$ cat config.mk
export PLATFORM = sky130hd
export DESIGN_NAME = qoa_slice_sequencer
export DESIGN_NICKNAME = d
export VERILOG_FILES = /design/src/rtl/qoa_pkg.sv /design/src/rtl/qoa_slice_buf.sv /design/src/rtl/qoa_slice_sequencer.sv
export SDC_FILE = /design/constraint.sdc
export NUM_CORES = 1
export LEC_CHECK = 0
export ABC_AREA = 0
export CAP_MARGIN = 15
export CORE_MARGIN = 4
export CORE_UTILIZATION = 55
export CTS_BUF_LIST = sky130_fd_sc_hd__clkbuf_8
export DETAILED_ROUTE_END_ITERATION = 6
export PLACE_DENSITY_LB_ADDON = 0.2
export SYNTH_ARGS = -nofsm -noshare
export SYNTH_HDL_FRONTEND = slang
export SYNTH_SLANG_ARGS = --single-unit
$ cat constraint.sdc
create_clock -name sys_clk -period 8.78 [get_ports sys_clk]
set_input_delay 1.756 -clock sys_clk [delete_from_list [all_inputs] [get_ports sys_clk]]
set_output_delay 1.756 -clock sys_clk [all_outputs]
set_load 0.02 [all_outputs]
$ cat src/rtl/qoa_pkg.sv
// qoa_pkg: shared state encoding, field widths and decode-command builder for the QOA slice sequencer.
package qoa_pkg;

    typedef enum logic [2:0] {IDLE, LOAD, ISSUE, WAIT_DONE, OUTPUT} seq_state_t;

    localparam int QOA_SLICE_LEN  = 20;
    localparam int QOA_SF_W       = 4;
    localparam int QOA_QR_W       = 3;
    localparam int CMD_DECODE_BIT = 0;

    function automatic logic [7:0] qoa_cmd(input logic [QOA_SF_W-1:0] sf, input logic [QOA_QR_W-1:0] qr);
        logic [7:0] c;
        c = {sf, qr, 1'b0};
        c[CMD_DECODE_BIT] = 1'b1;
        return c;
    endfunction

endpackage

$ cat src/rtl/qoa_slice_buf.sv
// qoa_slice_buf: 64-bit slice shift register with byte load and residual extraction.
module qoa_slice_buf
    import qoa_pkg::*;
(
    input  logic                sys_clk,
    input  logic                sys_rst_n,
    input  logic                shift,
    input  logic [7:0]          byte_in,
    input  logic [4:0]          idx,
    output logic [QOA_SF_W-1:0] sf,
    output logic [QOA_QR_W-1:0] qr
);

    logic [63:0] slice, slice_d;
    logic [5:0]  lsb;

    // Fields are taken from the post-shift value so the command can be registered on entry to ISSUE.
    assign slice_d = shift ? {slice[55:0], byte_in} : slice;
    assign lsb     = 6'd57 - 6'd3 * 6'(idx);
    assign sf      = slice_d[63:60];
    assign qr      = slice_d[lsb +: QOA_QR_W];

    always_ff @(posedge sys_clk or negedge sys_rst_n)
        if (!sys_rst_n) slice <= '0;
        else            slice <= slice_d;

endmodule

$ cat src/rtl/qoa_slice_sequencer.sv
// qoa_slice_sequencer: loads one 64-bit QOA slice and sequences 20 decoder commands, forwarding each sample.
// Optional decoder-done watchdog enabled by defining QOA_SEQ_WATCHDOG_EN.
module qoa_slice_sequencer
    import qoa_pkg::*;
#(
    parameter int SLICE_LEN       = QOA_SLICE_LEN,
    parameter int WATCHDOG_CYCLES = 64
) (
    input  logic        sys_clk,
    input  logic        sys_rst_n,
    input  logic        in_valid,
    input  logic [7:0]  in_byte,
    output logic        in_ready,
    output logic        dec_cmd_valid,
    output logic [7:0]  dec_cmd_byte,
    input  logic        dec_done,
    input  logic [15:0] dec_sample,
    output logic        out_valid,
    output logic [15:0] out_sample,
    input  logic        out_ready,
    output logic        slice_done,
    output logic        busy,
    output logic        err
);

    seq_state_t          state, state_nxt;
    logic [2:0]          byte_cnt;
    logic [4:0]          idx, idx_nxt;
    logic [QOA_SF_W-1:0] sf;
    logic [QOA_QR_W-1:0] qr;
    logic                in_hs, out_hs, last_idx, timeout;

    assign in_hs    = in_valid & in_ready;
    assign out_hs   = (state == OUTPUT) & out_ready;
    assign last_idx = idx == 5'(SLICE_LEN - 1);
    assign idx_nxt  = (state == LOAD) ? 5'd0 : (out_hs && !last_idx) ? idx + 5'd1 : idx;

`ifdef QOA_SEQ_WATCHDOG_EN
    logic [7:0] wd_cnt;
    always_ff @(posedge sys_clk or negedge sys_rst_n)
        if (!sys_rst_n) wd_cnt <= '0;
        else            wd_cnt <= (state == WAIT_DONE) ? wd_cnt + 8'd1 : 8'd0;
    // A real dec_done in the timeout cycle takes priority.
    assign timeout = (state == WAIT_DONE) && !dec_done && (wd_cnt == 8'(WATCHDOG_CYCLES - 1));
`else
    assign timeout = 1'b0;
`endif

    qoa_slice_buf u_buf (
        .sys_clk   (sys_clk),
        .sys_rst_n (sys_rst_n),
        .shift     (in_hs),
        .byte_in   (in_byte),
        .idx       (idx_nxt),
        .sf        (sf),
        .qr        (qr)
    );

    always_ff @(posedge sys_clk or negedge sys_rst_n)
        if (!sys_rst_n) begin
            state        <= IDLE;
            idx          <= '0;
            byte_cnt     <= '0;
            in_ready     <= 1'b0;
            dec_cmd_byte <= '0;
            out_sample   <= '0;
            slice_done   <= 1'b0;
            err          <= 1'b0;
        end else begin
            state        <= state_nxt;
            idx          <= idx_nxt;
            byte_cnt     <= in_hs ? ((state == IDLE) ? 3'd1 : byte_cnt + 3'd1) : byte_cnt;
            in_ready     <= (state_nxt == IDLE) || (state_nxt == LOAD);
            dec_cmd_byte <= (state_nxt == ISSUE) ? qoa_cmd(sf, qr) : dec_cmd_byte;
            out_sample   <= (state == WAIT_DONE && dec_done) ? dec_sample : timeout ? 16'h0000 : out_sample;
            slice_done   <= out_hs && last_idx;
            err          <= err | (dec_done && state != WAIT_DONE) | timeout;
        end

    always_comb begin
        state_nxt = state;
        case (state)
            IDLE:      state_nxt = in_hs ? LOAD : IDLE;
            LOAD:      state_nxt = (in_hs && byte_cnt == 3'd7) ? ISSUE : LOAD;
            ISSUE:     state_nxt = WAIT_DONE;
            WAIT_DONE: state_nxt = (dec_done || timeout) ? OUTPUT : WAIT_DONE;
            OUTPUT:    state_nxt = out_ready ? (last_idx ? IDLE : ISSUE) : OUTPUT;
            default:   state_nxt = IDLE;
        endcase
    end

    always_comb begin
        dec_cmd_valid = state == ISSUE;
        out_valid     = state == OUTPUT;
        busy          = state != IDLE;
    end

endmodule
==> impl_metrics.yaml, run 1 <==
clock_network:
  cts_root_buffer: "clkbuf_8"
  cts_sinks: 102
  clockBufferDepth: 2
  clkLatencyLatePin_ps: 390
  ctsHoldBuffers: 0
  numCtsBuffers: 9
  postCtsSetupBuffers: 0
  cts_resized: 0
  h-tree-depth: 3
  cts_tree: "built"
  clkTransAtPathRegs_ps: 100
route:
  first_pass_iters: 5
  drc: 0
  drt_iter0_markers: 447
  via_per_inst: 6.01
  routed_wl_um: 14100
  post_drt_wl_per_cell_um: 19.1
  via_count: 4439
  ant_nets: 0
timing:
  period_needed_ps: 7470
  final.period_utilization: 0.851
  setup_viol: 0
  finalHoldViolations: 0
  relSlewSlack: 0.343
  worst_pin_slew_ps: 978
  rsz0062_at_grt: "false"
  tns_ps: 0
  fmax_mhz: 134
  finClkSkew_ps: 14.1
  slew_viol_final: 0
floorplanning:
  core_um2: 10400
  fp.dieArea_um2: 12400
  fp.dieW_um: 111
  placementRows: 37
  io_pins: 59
  die_h_um: 111
  start_util: 0.565
critical_path:
  crit_required_ps: 9070
  crit_chain: "clkdlybuf4s50_1 -> nand4bb_1 -> o211ai_2 -> and2_4 -> inv_6 -> ha_1 -> inv_1 -> fa_1 -> buf_4 -> clkinv_1 -> mux4_2 -> mux2_2 -> a311oi_1 -> o31ai_1 -> o211a_1"
  cp.arrival_ps: 7770
  cpPeakStageDelay_ps: 860
  path_class: "in -> reg"
  path_max_fanout: 41
  endpoint_kind: "flop"
  cp.buffers_inverters: 5
  cp_slowest_cell: "ha_1"
  startpoint_type: "input pin"
  cp_top_family: "buffers and inverters"
place:
  place.gp.congestion: 0.946
  io_buffers: 58
  placed_area_um2: 6480
  dpl.hpwl_um: 10200
final_layout:
  final_cell_area_um2: 6720
  final-seq-area_um2: 2550
  area_growth_syn_to_layout_pct: 14.8
  fill_cells: 858
  nets: 637
  multi_input_area_um2: 2880
  n_antenna_cell: 0
  drive_gt1_frac: 0.126
synth:
  muxShareOfSynthArea: 0.240
  synth-async-reset-ratio: 1.00
  synth_warnings: 0
  syn_nets: 595
  synthTopCellsByCount: "102 x dfrtp_1, 64 x inv_1, 63 x mux2i_1"
  synthSimpleGateAreaFrac: 0.110
  synth_xor_area_frac: 0.0135
  synthAdderAreaFrac: 0.0248
  synth-edff-count: 0
  synth_top_family_by_area: "multiplexers"
  yosysTopAreaCell: "dfrtp_1"
  synthCells: 555
  synthesis.area_um2: 5860
  syn_area_per_cell_um2: 10.6
  synth_most_common_cell: "dfrtp_1"
  ys_seq_elements: 102
  ys.flop_type: "dfrtp_1"
  yosysTopAreaCellShare: 0.436
  synth.distinct_cells: 60
  synth_area_leaders: "dfrtp_1 44%, mux2i_1 11%, mux4_2 9.6%, inv_1 4.1%, nand2_1 3.9%"
  synth_compound_area_frac: 0.102
  synth-seq-area-share: 0.436
global_route:
  grt_use_total: 0.239
  overflow: 0
  grt_max_degree: 72
  grt_pass1_vias: 4477
  grt_pass1_wl_um: 23600
  antenna_found_initial: 0
flow_run:
  cap_violations: 0
power_and_ir_drop:
  p_leak_nw: 3.24
  peakVddDrop_v: 0.000256
  power.density_nw_per_um2: 317
worst_hold_path:
  hold_class: "reg -> reg"
outcome:
  status: "finished clean"
==> flip-flops by register name, indices dropped and copies added, names as in the netlist <==
signal	flops
u_buf.slice	64
err	1
out_sample	16
state	3
idx	5
byte_cnt	3
dec_cmd_byte	8
slice_done	1
in_ready	1
==> through the flow <==
stage | hold WS (ps) | setup WS (ps) | utilization | instances | total power [mW]
final | 470 | 1310 | 0.648 | 738 | 2.13
after global routing | 508 | 814 | 0.648 | 738 | 2.27
after CTS | 477 | 1360 | 0.648 | 738 | 2.13
after floorplan | 446 | 2590 | - | 555 | 1.42
after detailed placement | 451 | 942 | 0.625 | 722 | 1.77
after global placement | 443 | 1150 | 0.625 | 722 | 1.74
==> report_power, final <==
group / total [mW] / internal (mW) / leakage (nW) / switching, mW
sequential: 0.809 / 0.666 / 1.26 / 0.143
clock: 0.359 / 0.196 / 0.124 / 0.163
combinational: 0.965 / 0.440 / 1.85 / 0.524
total: 2.13 / 1.30 / 3.24 / 0.830
==> cell families (layout without fill, tap and decap cells) <==
| family | after synthesis | count (layout) |
|---|---|---|
| xor+xnor | 9 | 9 |
| mux | 107 | 107 |
| simple gates | 141 | 141 |
| flops | 102 | 102 |
| buf+inv | 99 | 146 |
| compound gates | 86 | 86 |
| fa+ha+maj | 11 | 11 |
==> routing by layer <==
layer,GRT usage,vias to the layer above,routed length (um)
met1,0.326,2184,5980
met4,0.0989,0,393
met5,0,-,0
met2,0.365,185,6640
met3,0.0595,34,1100
li1,-,2036,-
==> area by class of cell <==
| type | count | area share |
|---|---|---|
| Timing Repair Buffer | 64 | 0.0927 |
| Sequential cell | 102 | 0.380 |
| Multi-Input combinational cell | 354 | 0.428 |
| Clock buffer | 10 | 0.0205 |
| Tap cell | 136 | 0.0253 |
| Clock inverter | 6 | 0.0164 |
| Inverter | 66 | 0.0376 |
==> layout by cell type (no fill, tap or decap), types with 3 or more instances in the layout <==
master           netlist  final
xnor2_1                4      4
xor2_1                 5      5
nor2_1                40     40
a2111oi_0              4      4
o21ai_0               10     10
clkdlybuf4s50_1        0     57
ha_1                  10     10
and3_1                 6      6
and2_1                 3      3
mux2i_1               63     63
nand2_1               61     60
bufinv_16              0      3
a21oi_1               19     19
clkbuf_8               0     10
a21o_1                 3      3
nand3_1                7      7
o31ai_1                4      4
a211oi_1               4      4
inv_1                 64     65
nand4_1                4      4
buf_4                  3      7
mux4_2                25     25
mux2_2                19     19
o22ai_1                7      7
o211ai_1              11     11
or2_2                  4      4
nor3_1                 6      6
dfrtp_1              102    102
==> worst reg2reg max path, cell delays in order (launching register included) <==
cell	delay (ps)
dfrtp_1	420
ha_1	240
nor4bb_4	380
or3_1	190
and2_4	400
inv_6	250
ha_1	860
inv_1	510
fa_1	660
buf_4	290
clkinv_1	590
mux4_2	670
mux2_2	290
a311oi_1	300
o31ai_1	130
o211a_1	120
==> final timing paths <==
| check | cells past startpoint | slack, ps | start | endpoint |
|---|---|---|---|---|
| max in group asynchronous | 2 | 6250 | sys_rst_n | out_sample[8]$_DFFE_PN0P_ |
| min reg2reg | 1 | 470 | err$_DFF_PN0_ | err$_DFF_PN0_ |
| max reg2reg | 15 | 2400 | idx[0]$_DFF_PN0_ | dec_cmd_byte[1]$_DFFE_PN0N_ |
| min | 1 | 470 | err$_DFF_PN0_ | err$_DFF_PN0_ |
| max | 15 | 1310 | out_ready | dec_cmd_byte[1]$_DFFE_PN0N_ |
| min in group asynchronous | 1 | 1280 | sys_rst_n | u_buf.slice[28]$_DFF_PN0_ |
Power figures use the tool's default switching activity.
==> inputs of run 2 (changes only) <==
GPL_ROUTABILITY_DRIVEN = 1   (was not set)
RECOVER_POWER = 25   (was not set)
SYNTH_HIERARCHICAL = 1   (was not set)
==> run 2 against run 1 <==
Sequential power is 19% higher. First-iteration DRC count increased by 39%. Synthesized area up 20%. The flow now finishes with violations (max-capacitance violations, max-slew violations). Non-clock buffer count is 1 higher. Clock-buffer cell count stayed put. Clock power increased by 10%. Worst hold slack got worse by 8.8 ps.
==> impl_metrics.yaml, run 2 <==
timing:
  fmax_mhz: 158
  rsz0062_at_grt: "false"
  period_needed_ps: 6340
  relSlewSlack: -0.892
  finalHoldViolations: 0
  final.period_utilization: 0.722
  slew_viol_final: 105
  tns_ps: 0
  worst_pin_slew_ps: 2840
  finClkSkew_ps: 21.4
  setup_viol: 0
  fin_ws_ps: 2440
worst_hold_path:
  whs_path_depth: 1
  hold_class: "reg -> reg"
  hold_start: "err$_DFF_PN0_"
synth:
  synth-async-reset-ratio: 1.00
  syn_area_per_cell_um2: 12.7
  synthTopCellsByCount: "102 x dfrtp_1, 96 x mux2_2, 41 x mux4_2"
  ys.flop_type: "dfrtp_1"
  synth_most_common_cell: "dfrtp_1"
  yosysTopAreaCell: "dfrtp_1"
  synthesis.area_um2: 7060
  synth_warnings: 6
  ys_seq_elements: 102
  yosysTopAreaCellShare: 0.362
  synth-edff-count: 0
  syn_nets: 598
  synth-seq-area-share: 0.362
  synth_area_leaders: "dfrtp_1 36%, mux2_2 15%, mux4_2 13%, mux4_1 6.0%, mux2i_1 3.3%"
  synthCells: 558
  synth.distinct_cells: 65
clock_network:
  ctsHoldBuffers: 0
  cts_root_buffer: "clkbuf_8"
  cts_tree: "built"
  numCtsBuffers: 9
  clkLatencyLatePin_ps: 400
  clkTransAtPathRegs_ps: 110
  postCtsSetupBuffers: 0
  h-tree-depth: 3
  clockBufferDepth: 2
  cts_sinks: 102
  cts_resized: 0
critical_path:
  cp.arrival_ps: 6640
  critPathLaunch: "out_ready"
  crit_end: "dec_cmd_byte[1]$_DFFE_PN0N_"
  crit_required_ps: 9080
  r2r_cells: 14
  rr_startpoint: "state[0]$_DFF_PN0_"
  ff2ff_setup_slack_ps: 3730
  path_class: "in -> reg"
  startpoint_type: "input pin"
  r2r-end: "dec_cmd_byte[1]$_DFFE_PN0N_"
  endpoint_kind: "flop"
  path_max_fanout: 35
route:
  via_count: 4962
  routed_wl_um: 16300
  first_pass_iters: 6
  ant_nets: 0
  via_per_inst: 6.49
  drt_iter0_markers: 620
  drc: 0
  post_drt_wl_per_cell_um: 21.3
floorplanning:
  placementRows: 41
  die_h_um: 121
  core_um2: 12600
  fp.dieW_um: 121
  io_pins: 59
  fp.dieArea_um2: 14700
  start_util: 0.559
power_and_ir_drop:
  peakVddDrop_v: 0.000209
  p_leak_nw: 3.01
  switching_share: 0.366
  clockPowerShare: 0.164
  pwr-share-seq: 0.401
  power_frac_comb: 0.434
  power.switching_uw: 879
  p_int_mw: 1.52
  power.density_nw_per_um2: 310
final_layout:
  final_cell_mix: "102 x dfrtp_1, 96 x mux2_2, 55 x clkdlybuf4s50_1"
  final_cell_area_um2: 7760
  max_flop_register: "u_buf/slice"
  reg_top3: "u_buf/slice: 64 flops, out_sample: 16 flops, dec_cmd_byte: 8 flops"
  final_common_cell: "dfrtp_1"
  drive_gt1_frac: 0.289
  n_antenna_cell: 0
  largest_reg_flops: 64
  nets: 627
  area_growth_syn_to_layout_pct: 9.92
  postLayoutCoreUtil: 0.615
place:
  dpl.hpwl_um: 11000
  io_buffers: 58
  place.gp.congestion: 0.895
  dp_slack_ps: 2270
  placed_area_um2: 7510
outcome:
  violations: "max-capacitance violations, max-slew violations"
  status: "finished with violations"
flow_run:
  cap_violations: 2
global_route:
  overflow: 0
  antenna_found_initial: 0
  grt_pass1_vias: 4870
  grt_use_total: 0.230
  grt_max_degree: 71
  grt_pass1_wl_um: 26500
[run 2: cell count changes after synthesis, moves of 10 or more]
cell      previous run  this run
mux2_2              19        96
mux4_1               0        16
mux4_2              25        41
nand2_1             61        40
mux2i_1             63        23
inv_1               64        15
clkbuf_1            20         3
buf_6                1        11
[run 2: worst min-delay path by stage]
| stage | to | slack [ps] |
|---|---|---|
| floorplan | byte_cnt[0]$_DFFE_PN0P_ | 450 |
| global placement | err$_DFF_PN0_ | 440 |
| detailed placement | err$_DFF_PN0_ | 440 |
| CTS | err$_DFF_PN0_ | 470 |
| global route | err$_DFF_PN0_ | 480 |
| finish | err$_DFF_PN0_ | 460 |
[run 2: cell type report]
type / instances / area (um2)
clock buffer: 10 / 138
clock inverter: 6 / 133
fill: 1031 / 4860
inverter: 15 / 58.8
multi-input combinational: 394 / 4040
sequential: 102 / 2550
tap: 172 / 215
timing repair buffer: 65 / 623
[run 2: cell families after synthesis]
kind of cell,share of synthesized area
xor+xnor,0.00620
compound gates,0.0783
mux,0.378
buf+inv,0.0657
flops,0.362
fa+ha+maj,0.0206
simple gates,0.0900
[run 2: worst max-delay path, stage by stage]
cell and delay [ps]:
clkdlybuf4s50_1 530, nand4bb_1 380, or4_1 520, a21oi_1 230
inv_1 80, ha_1 290, inv_1 60, fa_1 770
buf_4 450, mux4_2 550, a221oi_1 250, o21ai_0 130
a41oi_1 240, a32oi_1 90, mux2_2 300
[run 2: metal layers]
| layer | share of wire | vias to the layer above | global-route usage |
|---|---|---|---|
| met5 | 0 | - | 0 |
| met4 | 0.021 | 0 | 0.0567 |
| met3 | 0.067 | 33 | 0.0592 |
| met2 | 0.48 | 187 | 0.351 |
| met1 | 0.43 | 2533 | 0.330 |
| li1 | - | 2209 | - |
[run 2: per-stage QoR]
| step | hold slack [ps] | instances | power (mW) |
|---|---|---|---|
| detailed placement | 444 | 748 | 2.01 |
| CTS | 466 | 764 | 2.41 |
| floorplan | 446 | 558 | 1.67 |
| global route | 481 | 764 | 2.54 |
| global placement | 441 | 748 | 1.97 |
| finish | 461 | 764 | 2.40 |
[run 2: power by group through the flow]
stage,clock network (mW),registers (mW),logic [mW]
3_5_place_dp,0,0.966,1.04
2_1_floorplan,0,0.907,0.765
5_1_grt,0.423,0.993,1.13
3_3_place_gp,0,0.950,1.02
6_report,0.395,0.965,1.04
4_1_cts,0.408,0.956,1.05
==> inputs of run 3 (changes only) <==
clock period = 6 ns   (was 8.78 ns; I/O delays follow)
==> run 3 against run 2 <==
The run still ends with max-capacitance violations, max-slew violations left. Power rose by 44%. Sequential share of layout area decreased by 0.20 points. Final cell count up 0.92%. First-iteration DRC count decreased by 8.4%. Routed wire length increased by 0.44%. Design area is 0.60% higher.
==> impl_metrics.yaml, run 3 (same netlist as run 2, synthesis figures left out) <==
route:
  via_count: 5044
  first_pass_iters: 5
  post_drt_wl_per_cell_um: 21.2
  drt_iter0_markers: 568
  routed_wl_um: 16400
  ant_nets: 0
  via_per_inst: 6.54
  drc: 0
global_route:
  grt_use_total: 0.231
  grt_pass1_vias: 4930
  grt_max_degree: 71
  grt_pass1_wl_um: 26600
  antenna_found_initial: 0
  overflow: 0
floorplanning:
  placementRows: 41
  io_pins: 59
  core_um2: 12600
  die_h_um: 121
  fp.dieW_um: 121
  fp.dieArea_um2: 14700
  start_util: 0.559
clock_network:
  cts_tree: "built"
  h-tree-depth: 3
  clockBufferDepth: 2
  cts_resized: 0
  clkLatencyLatePin_ps: 390
  clkTransAtPathRegs_ps: 100
  cts_sinks: 102
  numCtsBuffers: 9
  ctsHoldBuffers: 0
  cts_root_buffer: "clkbuf_8"
  postCtsSetupBuffers: 0
power_and_ir_drop:
  power.density_nw_per_um2: 443
  switching_share: 0.370
  p_leak_nw: 3.05
  power.switching_mw: 1.28
  power_frac_comb: 0.445
  clockPowerShare: 0.145
  peakVddDrop_v: 0.000185
  p_int_mw: 2.18
  pwr-share-seq: 0.410
timing:
  finalHoldViolations: 0
  rsz0062_at_grt: "false"
  final.period_utilization: 0.889
  relSlewSlack: -0.708
  period_needed_ps: 5330
  slew_viol_final: 47
  setup_viol: 0
  tns_ps: 0
  fmax_mhz: 188
  worst_pin_slew_ps: 2560
  finClkSkew_ps: 15.8
final_layout:
  max_flop_register: "u_buf/slice"
  drive_gt1_frac: 0.299
  final_cell_area_um2: 7810
  largest_reg_flops: 64
  area_growth_syn_to_layout_pct: 10.6
  reg_top3: "u_buf/slice: 64 flops, out_sample: 16 flops, dec_cmd_byte: 8 flops"
  n_antenna_cell: 0
  final_common_cell: "dfrtp_1"
  nets: 634
  final_cell_mix: "102 x dfrtp_1, 96 x mux2_2, 55 x clkdlybuf4s50_1"
worst_hold_path:
  hold_class: "reg -> reg"
place:
  dpl.hpwl_um: 11300
  placed_area_um2: 7580
  io_buffers: 58
  place.gp.congestion: 0.919
critical_path:
  cpPeakStageDelay_ps: 650
  endpoint_kind: "flop"
  startpoint_type: "input pin"
  cp.arrival_ps: 5620
  path_max_fanout: 19
  crit_path_frequent_cell: "inv_1"
  cp_slowest_cell: "fa_1"
  crit_chain: "clkdlybuf4s50_1 -> nand4bb_4 -> or4_1 -> a21oi_1 -> inv_1 -> ha_1 -> inv_1 -> fa_1 -> buf_4 -> mux4_2 -> a221oi_1 -> o21ai_0 -> a41oi_1 -> a32oi_1 -> mux2_2"
  path_class: "in -> reg"
  crit_required_ps: 6290
outcome:
  violations: "max-capacitance violations, max-slew violations"
  status: "finished with violations"
flow_run:
  cap_violations: 1
==> run 3: worst paths after layout <==
kind	from	endpoint	slack, ps	cells after the start
worst max-delay path	out_ready	dec_cmd_byte[1]$_DFFE_PN0N_	670	15
worst min-delay path	err$_DFF_PN0_	err$_DFF_PN0_	460	1
worst max register to register	idx[0]$_DFF_PN0_	dec_cmd_byte[1]$_DFFE_PN0N_	1270	15
worst min register to register	err$_DFF_PN0_	err$_DFF_PN0_	460	1
max in group asynchronous	sys_rst_n	u_buf/slice[55]$_DFF_PN0_	1930	2
min in group asynchronous	sys_rst_n	u_buf/slice[4]$_DFF_PN0_	1600	1
==> run 3: power groups by stage <==
stage          registers [mW]  logic (mW)  clock network, mW
2_1_floorplan            1.33        1.12                  0
3_3_place_gp             1.39        1.50                  0
3_5_place_dp             1.42        1.54                  0
4_1_cts                  1.40        1.55              0.516
5_1_grt                  1.46        1.66              0.541
6_report                 1.42        1.54              0.501
==> run 3: routing by layer <==
metal  vias to the layer above  share of wire  GRT usage
li1                       2237              -          -
met1                      2557           0.42      0.320
met2                       216           0.49      0.360
met3                        34          0.066     0.0569
met4                         0          0.024     0.0749
met5                         -              0          0
==> run 3: final cells by class <==
class / count / area [um2]
inverters: 15 / 58.8
well taps: 172 / 215
clock inverters: 4 / 68.8
clock buffers: 12 / 165
multi-input cells: 394 / 4060
fillers: 1034 / 4810
flip-flops and latches: 102 / 2550
repair buffers: 72 / 689
==> run 3: critical path, delay by kind of cell <==
| family | cells | cell delay [ps] |
|---|---|---|
| adder cells (fa/ha/maj) | 2 | 950 |
| buffers and inverters | 4 | 1010 |
| AO/OA/AOI/OAI | 5 | 960 |
| multiplexers | 2 | 830 |
| AND/OR/NAND/NOR | 2 | 660 |
==> run 3: per-stage QoR <==
stage          total power [mW]   util  hold slack, ps  cells  setup WS, ps
3_3_place_gp               2.90  0.601             441    755           402
2_1_floorplan              2.45      -             446    558          1140
5_1_grt                    3.66  0.619             480    771           386
3_5_place_dp               2.96  0.601             447    755           268
6_report                   3.46  0.619             460    771           667
4_1_cts                    3.47  0.619             465    771           697
